[src/rtl/mcpu_defs_pkg.sv]
// ---------------------------------------------------------------------------
// mcpu_defs
// Shared MCPU definitions: default instruction word width, RAM address width
// and depth, plus the state encoding used by the boot loader.
// Ports: none (package).
// ---------------------------------------------------------------------------
package mcpu_defs;

    localparam int MCPU_WORD_SIZE = 16;
    localparam int MCPU_ADDR_SIZE = 8;
    localparam int MCPU_MEM_DEPTH = 2 ** MCPU_ADDR_SIZE;

    typedef enum logic [2:0] {
        ST_IDLE    = 3'd0,
        ST_CLEAR   = 3'd1,
        ST_LOAD    = 3'd2,
        ST_RELEASE = 3'd3,
        ST_DONE    = 3'd4,
        ST_ERROR   = 3'd5
    } boot_state_e;

    // The loader counts as busy only while a boot is actively running.
    function automatic logic state_is_busy(input boot_state_e s);
        return (s == ST_CLEAR) || (s == ST_LOAD) || (s == ST_RELEASE);
    endfunction

endpackage

[src/rtl/mcpu_boot_loader.sv]
// ---------------------------------------------------------------------------
// mcpu_boot_loader
// Boots the MCPU: on start it zeroes the whole program RAM, then streams
// program words from a valid/ready source into RAM, and finally releases the
// CPU from reset after a short hold-off.  A program that fills the RAM
// without an in_last marker is flagged as an overflow and the CPU is kept in
// reset.
//
// Ports:
//   clk          - single clock, rising edge
//   reset        - synchronous, active-high
//   start        - one-cycle pulse that begins a boot (IDLE/DONE/ERROR only)
//   in_valid     - program word available
//   in_ready     - loader accepts a word (LOAD state only)
//   in_data      - program word
//   in_last      - marks the final program word
//   mem_we       - RAM write strobe
//   mem_addr     - RAM write address
//   mem_wdata    - RAM write data
//   cpu_reset    - holds the MCPU in reset
//   busy         - boot in progress (CLEAR, LOAD, RELEASE)
//   done         - program loaded and CPU released
//   load_count   - number of words accepted, saturating at MEM_DEPTH
//   overflow_err - program exceeded MEM_DEPTH
// ---------------------------------------------------------------------------
module mcpu_boot_loader
    import mcpu_defs::*;
#(
    parameter int WORD_SIZE      = MCPU_WORD_SIZE,
    parameter int ADDR_SIZE      = MCPU_ADDR_SIZE,
    parameter int RELEASE_CYCLES = 2
) (
    input  logic                 clk,
    input  logic                 reset,
    input  logic                 start,
    input  logic                 in_valid,
    output logic                 in_ready,
    input  logic [WORD_SIZE-1:0] in_data,
    input  logic                 in_last,
    output logic                 mem_we,
    output logic [ADDR_SIZE-1:0] mem_addr,
    output logic [WORD_SIZE-1:0] mem_wdata,
    output logic                 cpu_reset,
    output logic                 busy,
    output logic                 done,
    output logic [ADDR_SIZE:0]   load_count,
    output logic                 overflow_err
);

    localparam int MEM_DEPTH = 2 ** ADDR_SIZE;
    localparam int CNT_W     = ADDR_SIZE + 1;
    localparam int REL_W     = 16;

    localparam logic [ADDR_SIZE-1:0] ADDR_MAX = '1;
    localparam logic [CNT_W-1:0]     CNT_FULL = CNT_W'(MEM_DEPTH);
    localparam logic [CNT_W-1:0]     CNT_LAST = CNT_W'(MEM_DEPTH - 1);
    // A hold-off of zero cycles is treated as one so RELEASE is never skipped.
    localparam logic [REL_W-1:0]     REL_LAST =
        (RELEASE_CYCLES > 1) ? REL_W'(RELEASE_CYCLES - 1) : '0;

    boot_state_e            state_q, state_d;
    logic [ADDR_SIZE-1:0]   addr_q, addr_d;
    logic [CNT_W-1:0]       count_q, count_d;
    logic                   overflow_q, overflow_d;
    logic [REL_W-1:0]       rel_cnt_q, rel_cnt_d;
    logic                   wr_we_q, wr_we_d;
    logic [ADDR_SIZE-1:0]   wr_addr_q, wr_addr_d;
    logic [WORD_SIZE-1:0]   wr_data_q, wr_data_d;

    // State and datapath registers.  Reset also drops any LOAD write that
    // would otherwise appear on the RAM port in the following cycle.
    always_ff @(posedge clk) begin
        if (reset) begin
            state_q    <= ST_IDLE;
            addr_q     <= '0;
            count_q    <= '0;
            overflow_q <= 1'b0;
            rel_cnt_q  <= '0;
            wr_we_q    <= 1'b0;
            wr_addr_q  <= '0;
            wr_data_q  <= '0;
        end else begin
            state_q    <= state_d;
            addr_q     <= addr_d;
            count_q    <= count_d;
            overflow_q <= overflow_d;
            rel_cnt_q  <= rel_cnt_d;
            wr_we_q    <= wr_we_d;
            wr_addr_q  <= wr_addr_d;
            wr_data_q  <= wr_data_d;
        end
    end

    // Next-state and datapath update.  addr_q is the RAM pointer shared by
    // CLEAR (sweep 0..MEM_DEPTH-1) and LOAD (word index); the sweep wraps it
    // back to 0 exactly when LOAD begins.
    always_comb begin
        state_d    = state_q;
        addr_d     = addr_q;
        count_d    = count_q;
        overflow_d = overflow_q;
        rel_cnt_d  = rel_cnt_q;
        wr_we_d    = 1'b0;
        wr_addr_d  = wr_addr_q;
        wr_data_d  = wr_data_q;

        unique case (state_q)
            ST_IDLE, ST_DONE, ST_ERROR: begin
                if (start) begin
                    state_d    = ST_CLEAR;
                    addr_d     = '0;
                    count_d    = '0;
                    overflow_d = 1'b0;
                end
            end

            ST_CLEAR: begin
                addr_d = addr_q + 1'b1;
                if (addr_q == ADDR_MAX) begin
                    state_d = ST_LOAD;
                end
            end

            ST_LOAD: begin
                if (in_valid) begin
                    wr_we_d   = 1'b1;
                    wr_addr_d = addr_q;
                    wr_data_d = in_data;
                    addr_d    = addr_q + 1'b1;
                    if (count_q != CNT_FULL) begin
                        count_d = count_q + 1'b1;
                    end
                    // in_last wins over overflow so a program that exactly
                    // fills the RAM is still accepted.
                    if (in_last) begin
                        state_d   = ST_RELEASE;
                        rel_cnt_d = '0;
                    end else if (count_q == CNT_LAST) begin
                        state_d    = ST_ERROR;
                        overflow_d = 1'b1;
                    end
                end
            end

            ST_RELEASE: begin
                if (rel_cnt_q >= REL_LAST) begin
                    state_d = ST_DONE;
                end else begin
                    rel_cnt_d = rel_cnt_q + 1'b1;
                end
            end

            default: begin
                state_d = ST_IDLE;
            end
        endcase
    end

    // Output decode.  CLEAR writes are driven straight from the sweep pointer
    // so the sweep lines up with the CLEAR state; LOAD writes come from the
    // registered write stage one cycle after the handshake.
    always_comb begin
        in_ready     = (state_q == ST_LOAD);
        busy         = state_is_busy(state_q);
        done         = (state_q == ST_DONE);
        cpu_reset    = (state_q != ST_DONE);
        load_count   = count_q;
        overflow_err = overflow_q;

        if (state_q == ST_CLEAR) begin
            mem_we    = 1'b1;
            mem_addr  = addr_q;
            mem_wdata = '0;
        end else begin
            mem_we    = wr_we_q;
            mem_addr  = wr_addr_q;
            mem_wdata = wr_data_q;
        end
    end

endmodule

[config.mk]
export PLATFORM = sky130hd
export DESIGN_NAME = mcpu_boot_loader
export DESIGN_NICKNAME = d
export VERILOG_FILES = /design/src/rtl/mcpu_defs_pkg.sv /design/src/rtl/mcpu_boot_loader.sv
export SDC_FILE = /design/constraint.sdc
export NUM_CORES = 1
export LEC_CHECK = 0
export BUFFER_PORTS_ARGS = -buffer_cell sky130_fd_sc_hd__buf_4
export CAP_MARGIN = 20
export CORE_MARGIN = 1.5
export CORE_UTILIZATION = 54
export DETAILED_ROUTE_END_ITERATION = 6
export PLACE_DENSITY = 0.87
export SETUP_SLACK_MARGIN = 0.1
export SKIP_CTS_REPAIR_TIMING = 1
export SYNTH_ARGS = -nofsm -noshare
export SYNTH_HDL_FRONTEND = slang
export SYNTH_SLANG_ARGS = --single-unit
[constraint.sdc]
create_clock -name clk -period 2.95 [get_ports clk]
set_clock_uncertainty 0.15 [all_clocks]
set_input_delay 0.885 -clock clk [delete_from_list [all_inputs] [get_ports clk]]
set_output_delay 0.885 -clock clk [all_outputs]
set_load 0.02 [all_outputs]
==> results of run 1 <==
per-layer routing:
metal	global-route usage, %	up-vias	routed length [µm]	share of wire [%]
met3	7.90	14	319	4.8
met2	41.9	67	3400	51
met4	9.44	0	146	2.2
met1	27.0	1224	2790	42
met5	0	-	0	0
li1	-	1320	-	-
kinds of logic (layout without fill, tap and decap cells):
group                      count (synthesis)  in the layout  share of synthesized area, %
and+or+nand+nor                          164            164                          28.3
AOI/OAI and AO/OA                         68             68                          14.9
DFF                                       62             62                          43.1
buffers and inverters                     26             92                          3.91
xor gates and xnor gates                  12             12                          3.65
muxes                                      8              8                          3.13
adders and majority gates                  7              7                          3.04
path summary, 6_finish.rpt:
kind	startpoint	endpoint	slack, ns
worst min-delay path	wr_data_q[6]	wr_data_q[6]	0.30
worst min register to register	wr_data_q[6]	wr_data_q[6]	0.30
worst max-delay path	state_q[1]	mem_we	0.27
worst max register to register	state_q[1]	wr_data_q[14]	0.71
worst register-to-register path, delay by kind of cell (launching register included):
kind | cells | cell delay, ns
AOI/OAI and AO/OA | 1 | 0.10
and+or+nand+nor | 3 | 1.27
buffers and inverters | 1 | 0.13
DFF | 1 | 0.46
synthesized netlist by cell type (all sizes together), types with 6 or more instances:
cell type	number	area, µm²
nor2b	19	119
buf	8	45.0
dfxtp	62	1240
nand4	8	50.1
and2	9	56.3
inv	10	37.5
mux2	8	90.1
nor2	31	116
xor2	9	78.8
clkbuf	8	30.0
nand2	64	243
nand3	7	35.0
o21ai	6	30.0
a21oi	40	208
ha	7	87.6
through the flow:
step / cells / worst slack, ns / TNS, ns / total power [mW] / hold WS (ns)
2_1_floorplan: 347 / 0.439 / 0 / 1.52 / 0.282
3_3_place_gp: 465 / 0.412 / 0 / 1.73 / 0.288
3_5_place_dp: 465 / 0.350 / 0 / 1.75 / 0.293
4_1_cts: 481 / -0.0404 / -0.239 / 2.41 / 0.303
5_1_grt: 483 / 0.196 / 0 / 2.55 / 0.330
6_report: 483 / 0.271 / 0 / 2.42 / 0.304
area by class of cell:
class,count,area [µm²],area share (%)
tap,70,87.6,2.45
timing repair buffer,66,495,13.9
clock inverter,6,37.5,1.05
multi-input combinational,259,1530,42.8
sequential,62,1240,34.9
clock buffer,10,138,3.86
inverter,10,37.5,1.05
flip-flops by register name, indices dropped and copies added (netlist names):
name	count
rel_cnt_q	16
wr_data_q	16
load_count	9
addr_q	8
wr_addr_q	8
state_q	3
overflow_err	1
wr_we_q	1
where the power goes:
group | switching, mW | internal [mW] | total [mW]
logic | 0.489 | 0.324 | 0.814
clock network | 0.330 | 0.322 | 0.652
registers | 0.0583 | 0.892 | 0.950
==> run summary, run 1 <==
register area share after synthesis: 43.1%
Crit path depth: 5
syn_nets: 375
I/O pin total: 60
CTS tree: yes
DRT iter0 DRCs: 107
Area Growth Syn to Fin: 23.8%
Sink Count: 62
antenna violations before repair: 0
Worst setup EP type: primary output
CTS max path bufs: 2
total grt overflow: 0
Slew Viols, Final: 0
syn avg cell area: 8.31 µm²
commonest non-fill, non-tap cell in the layout: buf_4
ys async rst share: 0%
min Tclk post-route: 2.68 ns
Synth Instances: 347
gr usage total: 24.0%
Most used DFF post-synth: dfxtp_1
Synth Warn #: 0
leading cell types in the layout, fill and taps excluded: 66 x buf_4, 63 x nand2_1, 60 x dfxtp_1
Worst-path clk slew: 0.07 ns
Final setup viols: 0
Critical path buffers and inverters: 3
fillcell total: 423
Fmax achieved: 373 MHz
die width: 76.1 µm
Num CTS Buffers: 9
clock latency on the worst-skew pair: 0.34 ns
Mapped Area: 0.00288 mm²
crit-path cells: nor3b_4 > buf_4 > buf_4 > or2_2 > buf_4
Total Wirelength: 6660 µm
Max FO, Critical Path: 13
Finished Cell Area: 0.00357 mm²
DRT Pass-1 Iters: 4
starting density of the core: 56.1%
Root Buffer: clkbuf_8
R2R depth: 5
flops & latches, synth: 62
max_cap viols: 0
estimated wirelength of the detail-placed design: 4520 µm
post-DR wirelength/cell: 13.8 µm
fin crit share: 90.8%
nets: 436
Port Buffer Count: 59
H-tree level count: 3
RSZ-0062 raised after global routing: no
Vias per Instance: 5.43
final hold vios: 0
Die Span Y: 76.1 µm
Largest delay share family, worst path: buffers and inverters
core footprint: 0.00514 mm²
WHS Path Cells: 2
Post-DRT Antenna Nets: 0
via count: 2625
synth unique cells: 48
hold crit path type: reg -> reg
vias in the first global route: 2436
DP Area: 0.00338 mm²
CP max stage cell: dfxtp_2
# diodes: 0
share of cells above drive strength 1: 24.9%
routability cong.: 0.854
maximum VDD drop: 554 µV
Worst EP required: 1.92 ns
first-pass GRT wire length: 11000 µm
max_slew headroom: 38.2%
Power Dens Cells: 677 mW/mm²
actual slew at the worst max-slew pin: 0.924 ns
CP Launch Type: flop
DIE AREA: 0.00579 mm²
largest net degree at the start of global routing: 40
Remaining DRCs: 0
EDFF count, synth: 0
CP arrival: 1.64 ns
Leak: 1.45 nW
fin util: 69.4%
status: complete, no violations
row cnt: 26
CP max stage delay: 0.46 ns
most frequent cell on the critical path: buf_4
Crit Path Category: reg -> out
Note: power is estimated with default switching activity, not from simulation.
==> run 2: changes to the inputs <==
ABC_AREA = 1   (was unset)
RECOVER_POWER = 50   (was unset)
==> run summary, run 2 <==
status: complete, no violations
syn avg cell area: 6.83 µm² (-18%)
Max FO, Critical Path: 8 (-5)
Vias per Instance: 5.02 (-7.6%)
hold crit path type: reg -> reg
setup TNS: 0 ns (unchanged)
I/O pin total: 60 (unchanged)
WHS Path Cells: 2 (unchanged)
antenna violations before repair: 0 (unchanged)
Slew Viols, Final: 0 (unchanged)
Seq pwr share: 37.0% (-2.3 points)
DIE AREA: 0.00577 mm² (-0.21%)
CTS tree: yes
Leak: 1.71 nW (+18%)
DP Area: 0.00337 mm² (-0.15%)
switch share: 38.5% (+2.1 points)
leading cell types in the layout, fill and taps excluded: 100 x nor2_1, 92 x nand2_1, 62 x dfxtp_1
R2R Path Start: state_q[1]
Final setup viols: 0 (unchanged)
CP max stage delay: 0.35 ns (-0.11 ns)
clock share of power: 27.6% (+0.6 points)
most common cell in the synthesized netlist: nor2_1
Hold EP: rel_cnt_q[9]
dpl cells: 540 (+16%)
Total Wirelength: 6590 µm (-1.1%)
ys async rst share: 0% (unchanged)
syn_nets: 449 (+20%)
dominant cell type by area after synthesis: dfxtp_1
die width: 76.0 µm (-0.11%)
RSZ-0062 raised after global routing: no
Post-DRT Antenna Nets: 0 (unchanged)
final hold vios: 0 (unchanged)
estimated wirelength of the detail-placed design: 4400 µm (-2.7%)
Worst-path clk slew: 0.07 ns (about the same)
Crit Path Category: reg -> out
maximum VDD drop: 541 µV (-2.2%)
vias in the first global route: 2506 (+2.9%)
share of cells above drive strength 1: 16.6% (-8.3 points)
post-route insts no fill: 557 (+15%)
Num CTS Buffers: 9 (unchanged)
actual slew at the worst max-slew pin: 1.00 ns (+0.0763 ns)
synth unique cells: 29 (-40%)
starting density of the core: 56.3% (+0.23 points)
fin crit share: 93.4% (+2.6 points)
Worst setup EP type: primary output
Critical path buffers and inverters: 3 (unchanged)
Largest delay share family, worst path: buffers and inverters
Comb pwr share: 35.4% (+1.7 points)
R2R Path End: wr_addr_q[2]
Synth Instances: 421 (+21%)
crit-path cells: inv_2 > nand2_1 > nor2_4 > clkinvlp_4 > o21ai_0 > buf_4
Synth Warn #: 0 (unchanged)
min Tclk post-route: 2.76 ns (+0.0760 ns)
Finished Cell Area: 0.00352 mm² (-1.5%)
core footprint: 0.00511 mm² (-0.63%)
routability cong.: 0.882 (+3.4%)
CP Launch Type: flop
fillcell total: 440 (+4.0%)
Die Span Y: 76.0 µm (-0.11%)
CTS max path bufs: 2 (unchanged)
# diodes: 0 (unchanged)
largest net degree at the start of global routing: 30 (-25%)
top post-synthesis cells by count: 98 x nor2_1, 88 x nand2_1, 62 x dfxtp_1
register area share after synthesis: 43.1% (+0.094 points)
R2R depth: 7 (+2)
gr usage total: 23.5% (-0.43 points)
DRT Pass-1 Iters: 5 (+1)
clock latency on the worst-skew pair: 0.34 ns (about the same)
top cell type's share of synthesized area: 43.1% (+0.094 points)
total grt overflow: 0 (unchanged)
flop-to-flop setup slack: 0.40 ns (-0.31 ns)
Most used DFF post-synth: dfxtp_1
post-DR wirelength/cell: 11.8 µm (-14%)
H-tree level count: 3 (unchanged)
Min Hold Slack: 0.289 ns (-0.0156 ns)
Power Dens Cells: 780 mW/mm² (+15%)
Root Buffer: clkbuf_8
Port Buffer Count: 59 (unchanged)
Fmax achieved: 363 MHz (-2.8%)
sw power: 1.05 mW (+20%)
nets: 510 (+17%)
synth top area cells: dfxtp_1 43%, nor2_1 13%, nand2_1 11%
row cnt: 26 (unchanged)
flops & latches, synth: 62 (unchanged)
via count: 2798 (+6.6%)
DRT iter0 DRCs: 148 (+38%)
CP arrival: 1.72 ns (+0.08 ns)
hold_sp: rel_cnt_q[9]
EDFF count, synth: 0 (unchanged)
max_cap viols: 0 (unchanged)
Int Pwr: 1.69 mW (+9.7%)
Sink Count: 62 (unchanged)
first-pass GRT wire length: 11000 µm (-0.44%)
Design Power: 2.74 mW (+13%)
Mapped Area: 0.00288 mm² (-0.22%)
CP max stage cell: dfxtp_1
Worst EP required: 1.92 ns (about the same)
max_slew headroom: 33.3% (-4.9 points)
commonest non-fill, non-tap cell in the layout: nor2_1
Remaining DRCs: 0 (unchanged)
Area Growth Syn to Fin: 22.2%
run 2: changes by cell type after synthesis, moves of 18 or more:
cell	before	now
inv_1	9	45
a21oi_1	38	20
nor2_1	31	98
nor2b_1	19	0
nand2_1	63	88
o21ai_0	4	39
run 2: worst register-to-register path: stages (launching register included):
cell	delay, ns
dfxtp_1	0.51
inv_2	0.12
nor2_4	0.14
nand2_1	0.25
nor2_1	0.20
clkbuf_1	0.77
o21ai_0	0.18
a21oi_1	0.15
run 2: worst max path at each step:
| stage | to | slack (ns) | startpoint | depth (start not counted) |
|---|---|---|---|---|
| 4_1_cts | mem_wdata[9] | 0.04 | state_q[2] | 8 |
| 6_report | mem_addr[7] | 0.19 | state_q[2] | 6 |
| 5_1_grt | mem_addr[7] | 0.12 | state_q[2] | 6 |
| 3_3_place_gp | mem_addr[6] | 0.52 | state_q[2] | 8 |
| 3_5_place_dp | mem_wdata[9] | 0.50 | state_q[2] | 8 |
| 2_1_floorplan | mem_addr[3] | 0.41 | state_q[2] | 6 |
run 2: logic make-up after synthesis:
logic type	count (synthesis)	share of synthesized area, %
AOI/OAI and AO/OA	64	11.5
xor gates and xnor gates	6	1.83
adders and majority gates	7	3.04
buffers and inverters	63	8.83
DFF	62	43.1
and+or+nand+nor	219	31.7
run 2: power groups by stage:
stage / sequential (mW) / combinational, mW / clock, mW
floorplan: 1.02 / 0.669 / 0
global route: 1.03 / 1.07 / 0.807
finish: 1.02 / 0.971 / 0.756
detailed placement: 1.03 / 0.976 / 0
global placement: 1.03 / 0.946 / 0
CTS: 1.01 / 0.985 / 0.767
run 2: cell type report:
cell class	count	area, µm²	share of cell area [%]
Clock buffer	12	155	4.41
Clock inverter	4	45.0	1.28
Inverter	48	180	5.12
Multi-Input combinational cell	296	1360	38.6
Sequential cell	62	1240	35.3
Tap cell	70	87.6	2.49
Timing Repair Buffer	64	443	12.6
Timing Repair inverter	1	7.51	0.214
run 2: layer usage:
layer	vias up	wire, µm	track usage (%)
li1	1430	-	-
met1	1263	2930	28.0
met2	94	3130	39.7
met3	11	424	7.31
met4	0	103	9.07
met5	-	0	0
run 2: metrics by stage:
step / util (%) / setup WS, ns
4_1_cts: 69.9 / 0.0378
5_1_grt: 68.8 / 0.116
3_3_place_gp: 66.0 / 0.521
3_5_place_dp: 66.0 / 0.503
6_report: 68.8 / 0.195
2_1_floorplan: - / 0.408
==> run 3: changes to the inputs <==
CORE_UTILIZATION = 58   (was 54)
PLACE_DENSITY = 0.92   (was 0.87)
clock period = 3.4 ns   (was 2.95 ns; I/O delays follow)
==> run summary, run 3 (synthesis results as in run 2) <==
CP arrival: 1.96 ns (+0.24 ns)
starting density of the core: 60.5% (+4.2 points)
DP Area: 0.00334 mm² (-0.78%)
row cnt: 25 (-3.8%)
CP Launch Type: flop
Max FO, Critical Path: 15 (+7)
# diodes: 0 (unchanged)
Worst EP required: 2.23 ns (+0.31 ns)
flop-to-flop setup slack: 0.68 ns (+0.28 ns)
antenna violations before repair: 0 (unchanged)
RSZ-0062 raised after global routing: no
Design Power: 2.33 mW (-15%)
DRT Pass-1 Iters: 4 (-1)
vias in the first global route: 2657 (+6.0%)
clock share of power: 26.5% (-1.1 points)
share of cells above drive strength 1: 17.8% (+1.1 points)
fin crit share: 92.2%
Leak: 1.73 nW (+0.83%)
Final WS setup: 0.267 ns (+0.0723 ns)
Worst-path clk slew: 0.07 ns (about the same)
post-DR wirelength/cell: 12.3 µm (+3.7%)
DIE AREA: 0.00539 mm² (-6.6%)
Final setup viols: 0 (unchanged)
gr usage total: 26.6% (+3.1 points)
total grt overflow: 0 (unchanged)
H-tree level count: 3 (unchanged)
Crit Path Category: reg -> out
post-place setup slack: 0.392 ns (-0.111 ns)
hold crit path type: reg -> reg
Vias per Instance: 5.13 (+2.2%)
Area Growth Syn to Fin: 22.1%
Power Dens Cells: 663 mW/mm² (-15%)
Slew Viols, Final: 0 (unchanged)
Worst setup EP type: primary output
Seq pwr share: 37.7% (+0.7 points)
clock latency on the worst-skew pair: 0.35 ns (about the same)
nets: 508 (-0.39%)
Num CTS Buffers: 9 (unchanged)
min Tclk post-route: 3.13 ns
Comb pwr share: 35.8% (+0.4 points)
final hold vios: 0 (unchanged)
max_cap viols: 0 (unchanged)
CTS max path bufs: 2 (unchanged)
status: complete, no violations
Die Span Y: 73.4 µm (-3.4%)
switch share: 38.8% (+0.29 points)
Remaining DRCs: 0 (unchanged)
Root Buffer: clkbuf_8
maximum VDD drop: 448 µV (-17%)
DRT iter0 DRCs: 255 (+72%)
routability cong.: 0.819 (-7.2%)
setup TNS: 0 ns (unchanged)
actual slew at the worst max-slew pin: 1.05 ns (+0.0485 ns)
Int Pwr: 1.43 mW (-16%)
core footprint: 0.00475 mm² (-6.9%)
max_slew headroom: 30.1% (-3.2 points)
estimated wirelength of the detail-placed design: 4510 µm (+2.4%)
Post-DRT Antenna Nets: 0 (unchanged)
sw power: 0.902 mW (-14%)
via count: 2828 (+1.1%)
Finished Cell Area: 0.00351 mm² (-0.14%)
fin util: 73.8% (+5.0 points)
Sink Count: 62 (unchanged)
Total Wirelength: 6750 µm (+2.6%)
Port Buffer Count: 59 (unchanged)
first-pass GRT wire length: 11000 µm (+0.56%)
leading cell types in the layout, fill and taps excluded: 100 x nor2_1, 90 x nand2_1, 62 x dfxtp_1
commonest non-fill, non-tap cell in the layout: nor2_1
largest net degree at the start of global routing: 32 (+6.7%)
CTS tree: yes
Fmax achieved: 319 MHz
die width: 73.4 µm (-3.4%)
I/O pin total: 60 (unchanged)
run 3: cell types whose count changed in the layout (fill, tap and decap cells not counted), moves of 2 or more:
cell / change
buf_4: +6
clkbuf_1: -8
clkbuf_8: +2
clkinv_2: -3
inv_2: -2
nand2_1: -2
nand2_2: +2
nor2_2: +2
nor2_4: -2
run 3: routing by layer:
layer  vias up  GRT usage (%)  wire, µm
met3        16           8.37       510
li1       1425              -         -
met5         -              0         0
met4         0           15.0       129
met1      1292           31.8      2930
met2        95           42.3      3180
run 3: worst paths after layout:
| check | start | endpoint | cells past startpoint |
|---|---|---|---|
| max reg2reg | state_q[1] | wr_data_q[11] | 7 |
| min reg2reg | rel_cnt_q[15] | rel_cnt_q[15] | 2 |
| min | rel_cnt_q[15] | rel_cnt_q[15] | 2 |
| max | state_q[0] | mem_addr[0] | 6 |
run 3: through the flow:
| step | cells | hold WS (ns) |
|---|---|---|
| after floorplan | 421 | 0.268 |
| after global placement | 534 | 0.276 |
| after detailed placement | 534 | 0.282 |
| after CTS | 549 | 0.294 |
| after global routing | 551 | 0.310 |
| final | 551 | 0.293 |
run 3: final cells by class:
class	instances	area, µm²
tap	67	83.8
fill	388	1240
timing repair buffer	62	462
sequential	62	1240
clock buffer	15	186
inverter	48	184
timing repair inverter	1	7.51
multi-input combinational	296	1350
run 3: critical path, cell delays in order (launching register included):
cell        delay [ns]
dfxtp_1           0.41
nand2_2           0.12
nor2_2            0.34
clkinvlp_4        0.17
buf_4             0.21
o21ai_0           0.19
buf_4             0.17
run 3: power by group through the flow:
stage	logic [mW]	clock network (mW)	registers (mW)
after floorplan	0.580	0	0.888
after global placement	0.798	0	0.887
after detailed placement	0.825	0	0.889
after CTS	0.829	0.619	0.876
after global routing	0.924	0.648	0.884
final	0.834	0.617	0.877
